### src/rtl/router_pkg.sv
// router_pkg
//   Shared definitions for the packet-router control path.
//   - state_t           : 4-bit encoded router FSM state
//   - DEF_NUM_CH        : default number of output channels
//   - DEF_ADDR_W        : default header address field width
//   - DEF_WAIT_TIMEOUT  : default WAIT_EMPTY timeout in cycles
//   - clog2()           : ceiling log2, never below 1, usable in parameter context
package router_pkg;

  typedef enum logic [3:0] {
    DECODE          = 4'd0,
    LFD             = 4'd1,
    LOAD_DATA       = 4'd2,
    FIFO_FULL       = 4'd3,
    LOAD_AFTER_FULL = 4'd4,
    LOAD_PARITY     = 4'd5,
    CHECK_PARITY    = 4'd6,
    WAIT_EMPTY      = 4'd7,
    DROP            = 4'd8
  } state_t;

  localparam int DEF_NUM_CH       = 3;
  localparam int DEF_ADDR_W       = 2;
  localparam int DEF_WAIT_TIMEOUT = 255;

  // Number of bits needed to index 'value' distinct items; minimum of 1 so
  // that a counter built from it always has at least one bit.
  function automatic int clog2(input int value);
    int result;
    result = 1;
    for (int i = 1; i < 31; i++) begin
      if ((1 << i) < value) begin
        result = i + 1;
      end
    end
    return result;
  endfunction

endpackage

### src/rtl/router_wait_timer.sv
// router_wait_timer
//   Loadable saturating up-counter with a terminal-count flag. Used by the
//   router FSM to bound the time spent waiting for a busy FIFO, and reusable
//   by the FIFO read-side timeout logic.
//   Parameters:
//     CNT_W    : counter width
//     TERMINAL : count value at which tc is raised
//   Ports:
//     clk        in   clock, rising edge
//     resetn     in   asynchronous active-low reset, clears the count
//     load       in   load load_value (has priority over enable)
//     load_value in   value loaded when load is high
//     enable     in   count up by one; holds at all-ones instead of wrapping
//     tc         out  high while the count equals TERMINAL
module router_wait_timer #(
  parameter int              CNT_W    = 8,
  parameter logic [CNT_W-1:0] TERMINAL = {CNT_W{1'b1}}
) (
  input  logic             clk,
  input  logic             resetn,
  input  logic             load,
  input  logic [CNT_W-1:0] load_value,
  input  logic             enable,
  output logic             tc
);

  localparam logic [CNT_W-1:0] CNT_MAX = {CNT_W{1'b1}};

  logic [CNT_W-1:0] count_reg;

  always_ff @(posedge clk or negedge resetn) begin
    if (!resetn) begin
      count_reg <= '0;
    end else if (load) begin
      count_reg <= load_value;
    end else if (enable && (count_reg != CNT_MAX)) begin
      count_reg <= count_reg + CNT_W'(1);
    end
  end

  assign tc = (count_reg == TERMINAL);

endmodule

### src/rtl/router_fsm_nch.sv
// router_fsm_nch
//   Packet-router control FSM for NUM_CH output channels. Decodes the header
//   address, sequences header/payload/parity writes into the selected FIFO,
//   stalls on a full FIFO, drops packets with an out-of-range address, and
//   abandons the wait for a non-empty FIFO after WAIT_TIMEOUT cycles.
//   Parameters:
//     NUM_CH       : output channels, 2..8
//     ADDR_W       : header address width, 2**ADDR_W >= NUM_CH
//     WAIT_TIMEOUT : maximum cycles in WAIT_EMPTY, >= 1
//   Ports:
//     clk, resetn                 clock / asynchronous active-low reset
//     data_in                     header address bits of the current byte
//     pkt_valid                   byte valid; low marks the parity byte
//     parity_done                 parity byte latched by the register block
//     low_pkt_valid               pkt_valid fell while stalled
//     fifo_full, fifo_empty       per-channel FIFO status
//     soft_reset                  per-channel read-side timeout reset
//     detect_add .. laf_state     state indicators (Moore)
//     rst_int_reg                 high in CHECK_PARITY
//     write_enb_reg               FIFO write enable
//     busy                        stalls the source
//     drop_state                  high while discarding a packet
//     ch_sel                      one-hot FIFO write select
//     timeout_err                 one-cycle pulse on WAIT_EMPTY timeout
module router_fsm_nch
  import router_pkg::*;
#(
  parameter int NUM_CH       = DEF_NUM_CH,
  parameter int ADDR_W       = DEF_ADDR_W,
  parameter int WAIT_TIMEOUT = DEF_WAIT_TIMEOUT
) (
  input  logic              clk,
  input  logic              resetn,
  input  logic [ADDR_W-1:0] data_in,
  input  logic              pkt_valid,
  input  logic              parity_done,
  input  logic              low_pkt_valid,
  input  logic [NUM_CH-1:0] fifo_full,
  input  logic [NUM_CH-1:0] fifo_empty,
  input  logic [NUM_CH-1:0] soft_reset,
  output logic              detect_add,
  output logic              lfd_state,
  output logic              ld_state,
  output logic              full_state,
  output logic              laf_state,
  output logic              rst_int_reg,
  output logic              write_enb_reg,
  output logic              busy,
  output logic              drop_state,
  output logic [NUM_CH-1:0] ch_sel,
  output logic              timeout_err
);

  localparam int               CNT_W    = clog2(WAIT_TIMEOUT + 1);
  localparam logic [CNT_W-1:0] TERM_CNT = CNT_W'(WAIT_TIMEOUT - 1);

  state_t            state_reg, state_next;
  logic [ADDR_W-1:0] addr_reg, addr_next;

  // One-hot decodes of the latched address and of the incoming header.
  // Addresses at or above NUM_CH decode to all zeros, which both makes the
  // unsigned range check trivial and keeps status lookups in range.
  logic [NUM_CH-1:0] addr_onehot;
  logic [NUM_CH-1:0] din_onehot;

  generate
    for (genvar gi = 0; gi < NUM_CH; gi++) begin : g_addr_dec
      assign addr_onehot[gi] = (addr_reg == ADDR_W'(gi));
      assign din_onehot[gi]  = (data_in  == ADDR_W'(gi));
    end
  endgenerate

  logic sel_full;
  logic sel_empty;
  logic din_valid;
  logic din_empty;
  logic in_packet;
  logic soft_hit;

  assign sel_full  = |(fifo_full  & addr_onehot);
  assign sel_empty = |(fifo_empty & addr_onehot);
  assign din_valid = |din_onehot;
  assign din_empty = |(fifo_empty & din_onehot);

  // Soft reset only matters while a packet owns a channel; DECODE has no
  // channel yet and DROP never writes.
  assign in_packet = (state_reg != DECODE) && (state_reg != DROP);
  assign soft_hit  = in_packet && |(soft_reset & addr_onehot);

  logic tmr_load;
  logic tmr_tc;

  router_wait_timer #(
    .CNT_W    (CNT_W),
    .TERMINAL (TERM_CNT)
  ) u_wait_timer (
    .clk        (clk),
    .resetn     (resetn),
    .load       (tmr_load),
    .load_value ('0),
    .enable     (state_reg == WAIT_EMPTY),
    .tc         (tmr_tc)
  );

  always_ff @(posedge clk or negedge resetn) begin
    if (!resetn) begin
      state_reg <= DECODE;
      addr_reg  <= '0;
    end else begin
      state_reg <= state_next;
      addr_reg  <= addr_next;
    end
  end

  always_comb begin
    state_next  = state_reg;
    addr_next   = addr_reg;
    tmr_load    = 1'b0;
    timeout_err = 1'b0;

    if (soft_hit) begin
      state_next = DECODE;
      addr_next  = '0;
    end else begin
      case (state_reg)
        DECODE: begin
          if (pkt_valid) begin
            addr_next = data_in;
            if (!din_valid) begin
              state_next = DROP;
            end else if (din_empty) begin
              state_next = LFD;
            end else begin
              state_next = WAIT_EMPTY;
              tmr_load   = 1'b1;
            end
          end
        end
        LFD: begin
          state_next = LOAD_DATA;
        end
        LOAD_DATA: begin
          if (sel_full) begin
            state_next = FIFO_FULL;
          end else if (!pkt_valid) begin
            state_next = LOAD_PARITY;
          end
        end
        FIFO_FULL: begin
          if (!sel_full) begin
            state_next = LOAD_AFTER_FULL;
          end
        end
        LOAD_AFTER_FULL: begin
          if (parity_done) begin
            state_next = DECODE;
          end else if (low_pkt_valid) begin
            state_next = LOAD_PARITY;
          end else begin
            state_next = LOAD_DATA;
          end
        end
        LOAD_PARITY: begin
          state_next = CHECK_PARITY;
        end
        CHECK_PARITY: begin
          state_next = sel_full ? FIFO_FULL : DECODE;
        end
        WAIT_EMPTY: begin
          // The FIFO draining wins over a simultaneous timeout.
          if (sel_empty) begin
            state_next = LFD;
          end else if (tmr_tc) begin
            state_next  = DROP;
            timeout_err = 1'b1;
          end
        end
        DROP: begin
          // The low-pkt_valid cycle carries the parity byte, discarded here.
          if (!pkt_valid) begin
            state_next = DECODE;
          end
        end
        default: begin
          state_next = DECODE;
        end
      endcase
    end
  end

  assign detect_add    = (state_reg == DECODE);
  assign lfd_state     = (state_reg == LFD);
  assign ld_state      = (state_reg == LOAD_DATA);
  assign full_state    = (state_reg == FIFO_FULL);
  assign laf_state     = (state_reg == LOAD_AFTER_FULL);
  assign rst_int_reg   = (state_reg == CHECK_PARITY);
  assign drop_state    = (state_reg == DROP);
  assign write_enb_reg = (state_reg == LOAD_DATA) ||
                         (state_reg == LOAD_AFTER_FULL) ||
                         (state_reg == LOAD_PARITY);
  assign busy          = (state_reg != DECODE) &&
                         (state_reg != LOAD_DATA) &&
                         (state_reg != DROP);
  assign ch_sel        = in_packet ? addr_onehot : '0;

endmodule

### config.mk
export PLATFORM = sky130hd
export DESIGN_NAME = router_fsm_nch
export DESIGN_NICKNAME = d
export VERILOG_FILES = /design/src/rtl/router_pkg.sv /design/src/rtl/router_wait_timer.sv /design/src/rtl/router_fsm_nch.sv
export SDC_FILE = /design/constraint.sdc
export NUM_CORES = 1
export LEC_CHECK = 0
export ABC_AREA = 1
export CAP_MARGIN = 20
export CORE_ASPECT_RATIO = 0.75
export CORE_UTILIZATION = 52
export CTS_BUF_LIST = sky130_fd_sc_hd__clkbuf_8
export CTS_CLUSTER_DIAMETER = 80
export DETAILED_ROUTE_END_ITERATION = 12
export PLACE_DENSITY = 0.89
export SLEW_MARGIN = 20
export SYNTH_ARGS = -nofsm -noshare
export SYNTH_HDL_FRONTEND = slang
export SYNTH_SLANG_ARGS = --single-unit
### constraint.sdc
create_clock -name clk -period 1.9 [get_ports clk]
set_input_delay 0.57 -clock clk [delete_from_list [all_inputs] [get_ports clk]]
set_output_delay 0.57 -clock clk [all_outputs]
set_load 0.02 [all_outputs]
==> reports/results.tsv <==
metric	value	unit
vias in the first global route	1432	
path class of the lowest-slack min-delay path	reg -> reg	
area share of the largest cell type after synthesis	27.1	%
part of the cycle the worst path needs	110	%
Synth area leader	dfrtp_1	
cell count after placement	288	
Layout Utilization	88.0	%
remaining global-route overflow	0	
chip width	59.6	um
total number of yosys warnings	0	
Die ar.	2700	sq um
total of max-cap violations	0	
TritonRoute pass-1 iters	5	
endpoint of the worst hold path	u_wait_timer.count_reg[6]$_DFFE_PN0P_	
average wire per standard cell	16.2	um
critical path data required time	1330	ps
Worst Hold Path Cells	2	
setup repair after global routing missed its margin	yes	
total standard cell area after synthesis	1290	sq um
category of the worst setup path launch point	register	
number of synthesized register bits	14	
post-detailed-route DRC marker count	0	
drt initial violations	134	
Worst R2R Start	u_wait_timer.count_reg[0]$_DFFE_PN0P_	
Most used DFF post-synth	dfrtp_1	
number of buffer cells added on primary ports	28	
Std-Cell Rows	15	
Worst Tran Pin Value	350	ps
All-Layer GR Usage	32.9	%
worst hold path startpoint	u_wait_timer.count_reg[6]$_DFFE_PN0P_	
antenna violations before repair	0	
core region area	2330	sq um
# H-tree levels	1	
Initial Util	55.6	%
post-route insts no fill	302	
category of the critical setup timing path	reg -> out	
Post-synth EDFFs	0	
Max Root-Sink Buffers	2	
Final setup viols	1	
time the worst path needs with I/O delays and setup	2090	ps
number of buffers inserted during clock tree synthesis	3	
sequential area share after synthesis	27.1	%
Post-layout nets	287	
data arrival at the endpoint of the critical path	1520	ps
cell chosen for the clock root	clkbuf_8	
power density normalized to cell area	1360	nW/um^2
tightest hold margin	575	ps
timing startpoint of the critical path	u_wait_timer.count_reg[0]$_DFFE_PN0P_	
Worst Reg-to-Reg Cells	9	
setup slack of the critical path after layout	-186	ps
Clk Latency, worst-skew pair	250	ps
number of nets produced by synthesis	213	
Leakage	1.11	nW
share of final-layout standard cells stronger than drive strength 1	43.7	%
worst slack at placement	-817	ps
critical register-to-register path endpoint	u_wait_timer.count_reg[0]$_DFFE_PN0P_	
worst vdd ir	1.07	mV
routed via count	1708	
clock tree from TritonCTS	done	
cell types with the largest area share after synthesis	dfrtp_1, nand2_1, inv_1, nand3_1, nor2_1	
wire length of the first global-routing pass	6.38	mm
pin count of the biggest net entering global routing	15	
synthesized area divided by synthesized cell count	6.64	sq um
Post-Route WL	4.88	mm
gate count after technology mapping	195	
Peak Freq	479	MHz
flip-flop count of the largest register after layout	8	
failing checks	negative setup slack	
Top Ports	29	
overall die height	45.2	um
largest clock skew in the final design	0.783	ps
number of clock sinks	14	
number of filler cells placed in the layout	137	
sort of element at the end of the critical path	primary output	
Ant. Diodes	0	
Multi-input gate area	867	sq um
largest fanout of any net on the critical path	2	
outcome	finished, violations left	
via density per instance	5.66	
clock edge transition at the registers on the reported setup and hold paths	60	ps
final number of hold-violating endpoints	0	
dpl hpwl	2.83	mm
slew margin rel.	76.4	%
Slew Viols, Final	0	
sequential cell area	357	sq um
proportion of register bits with asynchronous set or reset after synthesis	100	%
Syn-to-layout area delta	58.1	%
post-synthesis cell type count	27	
weighted congestion reported at the end of routability-driven placement	0.872	
internal reg-to-reg setup slack	80	ps
Post-DRT Antenna Nets	0	
Setup TNS	-186	ps
## layout by cell type, fill, tap and decap left out, drive strengths merged
cell type and instances:
buf 57, clkdlybuf4s50 9, a21oi 11, ha 2, nor4 1, nand3b 1
nand4 2, nor3 7, clkbuf 4, dfrtp 14, nand3 23, o21ai 7
or2 1, dlygate4sd2 4, inv 34, clkinv 1, a31oi 1, nand2 58
dlymetal6s2s 2, nor2 29
## routing by layer
metal / global-route usage, % / share of wire, % / vias up
met4: 12.1 / 5.3 / 0
met5: 0 / 0 / -
met1: 42.1 / 39 / 773
li1: - / - / 759
met2: 55.7 / 45 / 136
met3: 6.30 / 10 / 40
## repair_timing
item                       4_1_cts  5_1_grt
resized for setup               82       31
setup endpoints to repair       13       11
setup buffers                    6        4
hold buffers                     0        0
pin swaps                        9       10
## critical path, cell delays in order (launching register included)
cell     delay [ps]
dfrtp_1         400
inv_2            90
ha_4            130
inv_2            30
nor2_2           80
nand2_2          80
nor4_4          260
buf_4           180
## area by class of cell
cell class	instances	share of cell area, %
flip-flops and latches	14	17.4
inverters	35	6.48
repair buffers	72	29.0
multi-input cells	143	42.4
clock buffers	4	2.69
well taps	34	2.08
## report_power, final
part           leakage, nW  internal (mW)  switching (mW)
clock               0.0288          0.184           0.118
sequential           0.183          0.370           0.107
combinational        0.898          0.857            1.14
## worst max-delay path by stage
stage | end | slack, ps | cells past startpoint
detailed placement | timeout_err | -820 | 5
CTS | timeout_err | -210 | 7
floorplan | timeout_err | 50 | 5
global route | timeout_err | -260 | 7
global placement | timeout_err | -790 | 5
finish | timeout_err | -190 | 7
## kinds of logic (layout without fill, tap and decap cells)
group                    Yosys count  in the layout  share of synthesized area [%]
adder cells (fa/ha/maj)            2              2                           1.93
AND/OR/NAND/NOR                  122            122                           49.6
buffers and inverters             38            111                           12.8
flip-flops                        14             14                           27.1
AO/OA/AOI/OAI                     19             19                           8.60
## synth_stat cells (2+ instances only)
library cell	instances
a21oi_1	10
buf_6	3
dfrtp_1	14
ha_1	2
inv_1	30
inv_2	4
nand2_1	52
nand2_2	3
nand2_4	3
nand3_1	19
nand3_2	2
nand3_4	2
nand4_1	2
nor2_1	20
nor2_2	4
nor2_4	4
nor3_1	6
o21ai_0	6
## metrics by stage
step,power (mW),area (sq um)
2_1_floorplan,1.43,1300
3_3_place_gp,2.07,1850
3_5_place_dp,2.13,1850
4_1_cts,2.50,1930
5_1_grt,2.91,2050
6_report,2.78,2050
Power figures use the tool's default switching activity.
